## src/rtl/mem_arbiter.sv

```systemverilog
// mem_arbiter: serialises the instruction-fetch port and the load/store port
// onto one unified memory port. Data requests win by default; a saturating
// starvation counter forces a fetch grant after STARVE_MAX consecutive data
// grants made while fetch was waiting.
//
// Handshake: a requester raises *_req and holds it (with stable command
// fields) until its *_ack pulses for one cycle; the ack cycle is an IDLE
// bubble. Towards memory, m_req rises on the grant edge and stays high with
// a stable command until m_ready is sampled high; m_ready is ignored while
// no access is outstanding.
module mem_arbiter #(
  parameter int ADDR_W     = 10,
  parameter int STARVE_MAX = 4
) (
  input  logic              clk,
  input  logic              rst,
  input  logic              i_req,
  input  logic [ADDR_W-1:0] i_addr,
  input  logic              i_flush,
  output logic [31:0]       i_rdata,
  output logic              i_ack,
  output logic              i_stall,
  input  logic              d_req,
  input  logic              d_we,
  input  logic [3:0]        d_be,
  input  logic [ADDR_W-1:0] d_addr,
  input  logic [31:0]       d_wdata,
  output logic [31:0]       d_rdata,
  output logic              d_ack,
  output logic              d_stall,
  output logic              m_req,
  output logic              m_we,
  output logic [3:0]        m_be,
  output logic [ADDR_W-1:0] m_addr,
  output logic [31:0]       m_wdata,
  input  logic [31:0]       m_rdata,
  input  logic              m_ready,
  output logic [1:0]        dbg_state,
  output logic [3:0]        dbg_starve_cnt
);

  typedef enum logic [1:0] {
    IDLE   = 2'd0,
    I_BUSY = 2'd1,
    D_BUSY = 2'd2
  } state_t;

  localparam logic [3:0] STARVE_LIM = 4'(STARVE_MAX);

  state_t              state_q, state_d;
  logic [3:0]          starve_q, starve_d;
  logic                kill_q, kill_d;
  logic                m_req_q, m_req_d;
  logic                m_we_q, m_we_d;
  logic [3:0]          m_be_q, m_be_d;
  logic [ADDR_W-1:0]   m_addr_q, m_addr_d;
  logic [31:0]         m_wdata_q, m_wdata_d;
  logic [31:0]         i_rdata_q, i_rdata_d;
  logic                i_ack_q, i_ack_d;
  logic [31:0]         d_rdata_q, d_rdata_d;
  logic                d_ack_q, d_ack_d;

  logic d_elig, i_elig, grant_d, grant_i;

  // Eligibility excludes a requester in its own ack cycle and a fetch being redirected.
  always_comb begin
    d_elig  = d_req & ~d_ack_q;
    i_elig  = i_req & ~i_ack_q & ~i_flush;
    grant_d = d_elig & (~i_elig | (starve_q != STARVE_LIM));
    grant_i = i_elig & ~grant_d;
  end

  // Next-state, command latch, completion capture and starvation bookkeeping.
  always_comb begin
    state_d   = state_q;
    starve_d  = starve_q;
    kill_d    = kill_q;
    m_req_d   = m_req_q;
    m_we_d    = m_we_q;
    m_be_d    = m_be_q;
    m_addr_d  = m_addr_q;
    m_wdata_d = m_wdata_q;
    i_rdata_d = i_rdata_q;
    d_rdata_d = d_rdata_q;
    i_ack_d   = 1'b0;
    d_ack_d   = 1'b0;
    case (state_q)
      IDLE: begin
        if (grant_d) begin
          state_d   = D_BUSY;
          m_req_d   = 1'b1;
          m_we_d    = d_we;
          m_be_d    = d_be;
          m_addr_d  = d_addr;
          m_wdata_d = d_wdata;
          if (!i_req)                      starve_d = 4'd0;
          else if (starve_q != STARVE_LIM) starve_d = starve_q + 4'd1;
        end else if (grant_i) begin
          state_d  = I_BUSY;
          m_req_d  = 1'b1;
          m_we_d   = 1'b0;
          m_be_d   = 4'hF;
          m_addr_d = i_addr;
          starve_d = 4'd0;
        end
      end
      I_BUSY: begin
        // A redirect cannot abort the memory access; it only discards the result.
        kill_d = kill_q | i_flush;
        if (m_ready) begin
          state_d = IDLE;
          m_req_d = 1'b0;
          kill_d  = 1'b0;
          if (!(kill_q | i_flush)) begin
            i_ack_d   = 1'b1;
            i_rdata_d = m_rdata;
          end
        end
      end
      D_BUSY: begin
        if (m_ready) begin
          state_d = IDLE;
          m_req_d = 1'b0;
          d_ack_d = 1'b1;
          if (!m_we_q) d_rdata_d = m_rdata;
        end
      end
      default: state_d = IDLE;
    endcase
  end

  // State and output registers; reset clears m_req at once so memory sees no stale access.
  always_ff @(posedge clk or negedge rst) begin
    if (!rst) begin
      state_q   <= IDLE;
      starve_q  <= 4'd0;
      kill_q    <= 1'b0;
      m_req_q   <= 1'b0;
      m_we_q    <= 1'b0;
      m_be_q    <= 4'd0;
      m_addr_q  <= '0;
      m_wdata_q <= 32'd0;
      i_rdata_q <= 32'd0;
      i_ack_q   <= 1'b0;
      d_rdata_q <= 32'd0;
      d_ack_q   <= 1'b0;
    end else begin
      state_q   <= state_d;
      starve_q  <= starve_d;
      kill_q    <= kill_d;
      m_req_q   <= m_req_d;
      m_we_q    <= m_we_d;
      m_be_q    <= m_be_d;
      m_addr_q  <= m_addr_d;
      m_wdata_q <= m_wdata_d;
      i_rdata_q <= i_rdata_d;
      i_ack_q   <= i_ack_d;
      d_rdata_q <= d_rdata_d;
      d_ack_q   <= d_ack_d;
    end
  end

  assign i_rdata        = i_rdata_q;
  assign i_ack          = i_ack_q;
  assign i_stall        = i_req & ~i_ack_q;
  assign d_rdata        = d_rdata_q;
  assign d_ack          = d_ack_q;
  assign d_stall        = d_req & ~d_ack_q;
  assign m_req          = m_req_q;
  assign m_we           = m_we_q;
  assign m_be           = m_be_q;
  assign m_addr         = m_addr_q;
  assign m_wdata        = m_wdata_q;
  assign dbg_state      = state_q;
  assign dbg_starve_cnt = starve_q;

endmodule

```

## config.mk

```make
export PLATFORM = sky130hd
export DESIGN_NAME = mem_arbiter
export DESIGN_NICKNAME = d
export VERILOG_FILES = /design/src/rtl/mem_arbiter.sv
export SDC_FILE = /design/constraint.sdc
export NUM_CORES = 1
export LEC_CHECK = 0
export ABC_AREA = 1
export CAP_MARGIN = 20
export CORE_MARGIN = 4
export CORE_UTILIZATION = 42
export CTS_CLUSTER_DIAMETER = 200
export DETAILED_ROUTE_END_ITERATION = 8
export PLACE_DENSITY = 0.8
export SYNTH_ARGS = -nofsm -noshare
export SYNTH_HDL_FRONTEND = slang
export SYNTH_SLANG_ARGS = --single-unit
```

## constraint.sdc

```tcl
create_clock -name clk -period 1.9 [get_ports clk]
set_clock_uncertainty 0.1 [all_clocks]
set_input_delay 0.38 -clock clk [delete_from_list [all_inputs] [get_ports clk]]
set_output_delay 0.38 -clock clk [all_outputs]
set_load 0.01 [all_outputs]
```

======== Word-level counts from Yosys, hierarchy flattened ========
Cells that the tools add are included.
storage, ports and cells
  register bits ........................... 121
  input port bits ......................... 95
  output and inout bits ................... 122
  word-level logic and storage cells ...... 68
operators by class
  add/subtract/negate cells ............... 1
  equality and inequality tests ........... 6
  mux-type cells .......................... 24
  bitwise gates (word level) .............. 14
  reductions and logical operators ........ 11
operators with widths
  kind                   count
  $mux W4                6
  $mux W10               2
  $reduce_and A3 Y1      4
  $mux W1                11
  $not A1 Y1             7
  $mux W2                3
  $reduce_and A2 Y1      3
  $and A1 B1 Y1          5
  $add A4 B1 Y4 const B  1
  $ne A4 B3 Y1 const B   1
  $pmux W2 S2            1
  $reduce_bool A2 Y1     2
  $ne A3 B2 Y1 const B   1
  $ne A3 B3 Y1 const B   1
  $eq A2 B1 Y1 const B   1
  $eq A2 B2 Y1 const B   1
  $logic_not A2 Y1       1
  $ne A2 B1 Y1 const B   1
  $or A1 B1 Y1           2
  $pmux W1 S2            1
  $reduce_or A2 Y1       1

======== Depth between registers and ports, before layout ========
Gate-level depths: netlist of run 1.
  depth in word-level cells ............... 11
  mapped depth ............................ 10

======== Worst setup path after synthesis of run 1 ========
No wires, ideal clock.
  kind .................................... flip-flop to flip-flop
  start ................................... register starve_q[0] (netlist: dbg_starve_cnt[0])
  end ..................................... register m_wdata_q[10] (netlist: m_wdata[10])
  library setup time ...................... 0.116 ns
  data arrival time ....................... 1.376 ns
  required time ........................... 1.684 ns
  path slack .............................. 0.308 ns
  cell stages (with the launch flop) ...... 11
  period minus slack after synthesis ...... 1.592 ns
  cell sequence ........................... dfrtp_1 > inv_1 > ha_1 > nand2_1 > nor2_1 > nand2_1 > nand3_2 > buf_6 > buf_6 > nand2_1 > nand2_1
on the way
  longest elaborated chain between the ends .. 4
ends and longest elaborated chain
  item                                line  RTL
  start: declaration                  51    logic [3:0] starve_q, starve_d;
  start signal: assignment            149   starve_q <= starve_d;
  $ne A4 B3 Y1                        69    grant_d = d_elig & (~i_elig | (starve_q != STARVE_LIM));
  $or A1 B1 Y1                        69
  $and A1 B1 Y1                       69
  $reduce_and A2 Y1 (no source line)  n/a
  end signal: assignment              155   m_wdata_q <= m_wdata_d;
  end: declaration                    57    logic [31:0] m_wdata_q, m_wdata_d;
No other way between the ends.
A chain may end at the register's enable or synchronous reset.

======== Worst setup path after layout of run 1 ========
  start ................................... register d_rdata_q[15] (netlist: d_rdata[15])
  end ..................................... output port d_rdata[15]
RTL lines
  item                      line  RTL
  start: declaration        60    logic [31:0] d_rdata_q, d_rdata_d;
  start signal: assignment  158   d_rdata_q <= d_rdata_d;
  end: declaration          28    output logic [31:0] d_rdata,
No word-level cell between the ends.

==> results of run 1 <==
cell usage after synthesis:
library cell	instances
nor3_1	1
buf_4	1
nand3_1	5
inv_1	60
inv_2	3
nand2_4	1
buf_12	1
nand2_2	1
nand3_2	11
nor2_1	22
buf_2	7
clkbuf_1	11
nand2_1	222
o21ai_0	66
nand3b_1	10
buf_6	4
nand4_1	2
ha_1	5
nand3b_2	1
xor2_1	1
dfrtp_1	121
a21oi_4	1
state kept, by name, summed over array words and instances, names as in the netlist:
name,cells
dbg_starve_cnt,4
d_ack,1
m_req,1
m_addr,10
kill_q,1
m_we,1
i_rdata,32
dbg_state,2
d_rdata,32
m_wdata,32
m_be,4
i_ack,1
logic make-up (layout without fill, tap and decap cells):
logic type	count (synthesis)	after routing	share of synthesized area
xor gates and xnor gates	1	1	0.00175
buffers and inverters	87	334	0.0770
AOI/OAI and AO/OA	67	67	0.0693
adders and majority gates	5	5	0.0125
and+or+nand+nor	276	276	0.234
DFF	121	121	0.605
through the flow:
| stage | utilization | cells |
|---|---|---|
| 6_report | 0.700 | 947 |
| 5_1_grt | 0.700 | 947 |
| 4_1_cts | 0.699 | 947 |
| 3_5_place_dp | 0.645 | 913 |
| 3_3_place_gp | 0.645 | 913 |
| 2_1_floorplan | - | 557 |
cell type report:
class	count	area, um2
fill	833	3450
inverter	63	236
clock inverter	12	139
sequential	121	3030
clock buffer	20	467
multi-input combinational	349	1600
tap	143	179
timing repair buffer	239	2410
routing by layer:
layer  GRT usage  part of all wire  vias to the layer above
li1            -                 -                     2178
met1       0.263              0.40                     2133
met2       0.350              0.47                      224
met3       0.102              0.11                       23
met4      0.0650             0.016                        0
met5           0                 0                        -
worst max-delay path by stage:
stage          slack, ns         startpoint          end
6_report            0.06        d_rdata[15]  d_rdata[15]
5_1_grt             0.01        d_rdata[15]  d_rdata[15]
4_1_cts            0.002              d_ack        d_ack
3_5_place_dp       -0.20              d_req      d_stall
3_3_place_gp       -0.20              d_req      d_stall
2_1_floorplan       0.31  dbg_starve_cnt[0]  m_wdata[10]
power breakdown:
| group | switching [mW] | internal, mW |
|---|---|---|
| logic | 2.53 | 2.94 |
| registers | 0.701 | 3.77 |
| clock network | 1.19 | 2.05 |
repair_timing:
item                                    CTS  global route
setup buffers                             1             0
endpoints found under the hold margin    12             0
resized for setup                         6             4
hold buffers                              1             0
endpoints found under the setup margin    7             9
==> qor.yml, run 1 <==
run_status:
  status: "finished, final reports clean"
clock_network:
  htree_levels: 4
  numCtsBuffers: 17
  clock_latency_ns: 0.41
  clkTransAtPathRegs_ns: 0.05
  clockBufferDepth: 2
  cts_tree: "built"
  cts-root-buf: "clkbuf_16"
  clkSinkCount: 121
yosys:
  synth.top_cell.area_share: 0.605
  yosys.area.top_type: "dfrtp_1"
  syn_area_per_cell_um2: 8.98
  synth.distinct_cells: 22
  ys_seq_elements: 121
  syn_nets: 657
  yosys-top-cells-area: "dfrtp_1 61%, nand2_1 17%, o21ai_0 6.6%, inv_1 4.5%, nand3_2 2.2%"
  ys_seq_area_frac: 0.605
  ys_warn_count: 0
  syn_inst: 557
  netlist_area_um2: 5000
critical_path:
  worst-path-buf-inv: 1
  cp_num_cells: 1
  required_ns: 1.42
  rrSetupSlack_ns: 0.19
  end_kind: "primary output"
  crit_slowest_cell: "clkdlybuf4s50_1"
  critPathKind: "flop to primary output"
  crit_arrival_ns: 1.36
  critPathMaxStageDelay_ns: 0.57
  setup.worst_path.start_class: "flop"
  r2r-start: "dbg_starve_cnt[0]"
  worst_r2r_path_depth: 10
  r2r-end: "m_wdata[15]"
  cp_max_fo: 2
  cpLargestDelayFamily: "buffers and inverters"
  path_cells: "clkdlybuf4s50_1"
global_route:
  grt_pass1_wl_um: 23100
  grt_pass1_vias: 4638
  gr-total-overflow: 0
  grt_max_degree: 66
  antenna_found_initial: 0
  grt_use_total: 0.218
detailed_routing:
  wl_per_cell_um: 15.4
  routed_wl_um: 14600
  drt_first_pass_iters: 5
  viasPerCell: 4.81
  drc: 0
  drtAntennaViolNets: 0
  vias: 4558
  dr.first_iter.drc_count: 302
finish:
  area_delta_synth_final_pct: 61.1
  design_area_um2: 8060
  diodes: 0
  final_cell_mix: "220 x nand2_1, 207 x clkdlybuf4s50_1, 120 x dfrtp_1"
  drive_above_1_share: 0.0945
  final_common_cell: "nand2_1"
  nNetsFinal: 891
power_and_ir_drop:
  p_leak_nw: 4.02
  power_mw: 13.2
  peakVddDrop_mv: 0.917
  power_density_nw_per_um2: 1630
die:
  num_io_pins: 217
  die_h_um: 117
  start_util: 0.434
  fp-row-count: 39
  die_w_um: 117
  die-area_um2: 13700
  core_um2: 11500
sta:
  rsz0062_at_grt: "false"
  max_freq_mhz: 544
  worst_pin_slew_ns: 0.314
  slew_headroom: 0.791
  min_period_ns: 1.84
  whs_ns: 0.282
  setup_tns_ns: 0
  slew_violations: 0
  fin_crit_sh: 0.967
  setup_violations: 0
  hold_viol: 0
  fin_ws_ns: 0.0628
placement:
  numPortBuffers: 216
  hpwlAfterDp_um: 10700
  dpl_cell_area_um2: 7430
  pre_cts_slack_ns: -0.197
  gp_congestion: 0.848
flow_run:
  maxCapViolations: 0
min_path:
  hold_path_class: "input pin to asynchronous set/reset pin"
(Power assumes the default switching activity.)
==> inputs of run 2 (changes only) <==
--- a/config.mk
+++ b/config.mk
@@ -8,10 +8,10 @@
 export ABC_AREA = 1
 export CAP_MARGIN = 20
 export CORE_MARGIN = 4
-export CORE_UTILIZATION = 42
+export CORE_UTILIZATION = 45
 export CTS_CLUSTER_DIAMETER = 200
 export DETAILED_ROUTE_END_ITERATION = 8
-export PLACE_DENSITY = 0.8
+export PLACE_DENSITY = 0.85
 export SYNTH_ARGS = -nofsm -noshare
 export SYNTH_HDL_FRONTEND = slang
 export SYNTH_SLANG_ARGS = --single-unit
==> constraint.sdc (replaced) <==
create_clock -name clk -period 2.3 [get_ports clk]
set_clock_uncertainty 0.1 [all_clocks]
set_input_delay 0.46 -clock clk [delete_from_list [all_inputs] [get_ports clk]]
set_output_delay 0.46 -clock clk [all_outputs]
set_load 0.01 [all_outputs]
==> run 2 against run 1 <==
Effect of this change:
- non-clock buffer count shrank 10
- highest routed layer unchanged
- die area down 6.2%
- sequential power decreased by 17%
- sequential share of layout area grew 0.51 points
- combinational power decreased by 20%
- worst hold slack lost 0.066 ns
- critical endpoint is now d_stall
- via count down 2.1%
- utilization increased by 3.3 points
- critical path depth rose by 3
- global-route usage is 1.5 points higher
- design area is 1.4% lower
- register-to-register slack improved by 0.18 ns
==> qor.yml, run 2 (synthesis results as in run 1) <==
placement:
  gp_congestion: 0.962
  dpl_cell_area_um2: 7310
  dp_cells: 901
  hpwlAfterDp_um: 10300
  numPortBuffers: 216
finish:
  design_area_um2: 7950
  final_common_cell: "nand2_1"
  final_cells: 934
  nFillCells: 771
  diodes: 0
  drive_above_1_share: 0.0806
  fin_util: 0.733
  final_cell_mix: "220 x nand2_1, 215 x clkdlybuf4s50_1, 121 x dfrtp_1"
  area_delta_synth_final_pct: 58.9
  nNetsFinal: 881
critical_path:
  setup.worst_path.start_class: "input pin"
  cpLargestDelayFamily: "buffers and inverters"
  critPathMaxStageDelay_ns: 0.57
  cp_max_fo: 2
  crit_slowest_cell: "clkdlybuf4s50_1"
  end_kind: "primary output"
  worst-path-buf-inv: 3
  rrSetupSlack_ns: 0.37
  path_cells: "clkdlybuf4s50_1 -> inv_1 -> nor2_1 -> clkdlybuf4s50_1"
  required_ns: 1.74
  path_common_cell: "clkdlybuf4s50_1"
  crit_arrival_ns: 1.68
  critPathKind: "input pin to primary output"
power_and_ir_drop:
  p_sw_frac: 0.328
  p_leak_nw: 3.90
  intPower_mw: 7.30
  clkPwrFrac: 0.256
  power_density_nw_per_um2: 1370
  peakVddDrop_mv: 0.854
  seqPwrFrac: 0.341
  power_frac_comb: 0.404
  p_sw_mw: 3.56
detailed_routing:
  drc: 0
  vias: 4464
  viasPerCell: 4.78
  drtAntennaViolNets: 0
  dr.first_iter.drc_count: 347
  wl_per_cell_um: 15.3
  drt_first_pass_iters: 4
  routed_wl_um: 14300
sta:
  setup_violations: 0
  rsz0062_at_grt: "false"
  slew_headroom: 0.607
  slew_violations: 0
  max_freq_mhz: 447
  worst_pin_slew_ns: 0.589
  fin_crit_sh: 0.972
  setup_tns_ns: 0
  min_period_ns: 2.24
  hold_viol: 0
die:
  fp-row-count: 38
  die_w_um: 113
  start_util: 0.462
  die-area_um2: 12900
  die_h_um: 113
  core_um2: 10800
  num_io_pins: 217
global_route:
  grt_util_met3: 0.102
  grt_max_degree: 116
  grt_use_total: 0.233
  grt_pass1_vias: 4689
  grt_pass1_wl_um: 23700
  gr-usage-met1: 0.286
  globalRouteMet2Util: 0.373
  gr-total-overflow: 0
  antenna_found_initial: 0
  grt_busiest_layer: "met2"
clock_network:
  htree_levels: 4
  numCtsBuffers: 17
  cts_tree: "built"
  clkSinkCount: 121
  clkTransAtPathRegs_ns: 0.06
  clockBufferDepth: 2
  cts_setup_buffers: 0
  clock_latency_ns: 0.50
  cts-root-buf: "clkbuf_8"
flow_run:
  maxCapViolations: 0
run_status:
  status: "finished, final reports clean"
min_path:
  hold_path_class: "input pin to asynchronous set/reset pin"
-- run 2: cell count changes in the layout (fill, tap and decap cells not counted), moves of 2 or more --
cell and change:
buf_12 -4, buf_4 -6, bufinv_16 +2, clkdlybuf4s50_1 +8
dlygate4sd2_1 -5, dlymetal6s2s_1 -3, inv_6 -4
-- run 2: final timing paths --
check / startpoint / endpoint / cells after the start
max in group asynchronous: rst / i_rdata[8] / 3
worst min-delay path: rst / m_addr[4] / 2
min in group clk: m_wdata[14] / m_wdata[14] / 2
worst max register to register: dbg_starve_cnt[0] / m_wdata[3] / 9
worst max-delay path: d_req / d_stall / 4
worst min register to register: m_wdata[14] / m_wdata[14] / 2
-- run 2: final cells by class --
class | instances | area [um2] | share of cell area
multi-input cells | 349 | 1600 | 0.201
inverters | 63 | 239 | 0.0301
clock buffers | 21 | 459 | 0.0578
well taps | 140 | 175 | 0.0220
flip-flops and latches | 121 | 3030 | 0.381
clock inverters | 11 | 169 | 0.0212
repair buffers | 229 | 2280 | 0.287
-- run 2: stage by stage --
step                      total power [mW]  setup slack [ns]  hold WS [ns]
after floorplan                       5.48             0.708        0.0644
after global placement                7.96            0.0583         0.182
after detailed placement              8.13           0.00221         0.186
after CTS                             11.0            0.0569         0.184
after global routing                  11.6          0.000569         0.190
final                                 10.9            0.0648         0.216
-- run 2: power by group through the flow --
stage	sequential, mW	clock [mW]	combinational (mW)
6_report	3.70	2.78	4.38
5_1_grt	3.83	2.95	4.83
4_1_cts	3.70	2.83	4.44
3_5_place_dp	3.71	0	4.42
3_3_place_gp	3.67	0	4.28
2_1_floorplan	4.11	0	1.37
-- run 2: timing repair --
item / in CTS / in global routing
hold buffers: 1 / 0
gates resized for setup: 0 / 2
hold endpoints to repair: 6 / 0
endpoints found under the setup margin: 0 / 2
-- run 2: per-layer routing --
metal  wire length (um)  vias up
met5                  0        -
met4                236        0
met3               1610       20
met2               6780      215
met1               5670     2064
li1                   -     2165
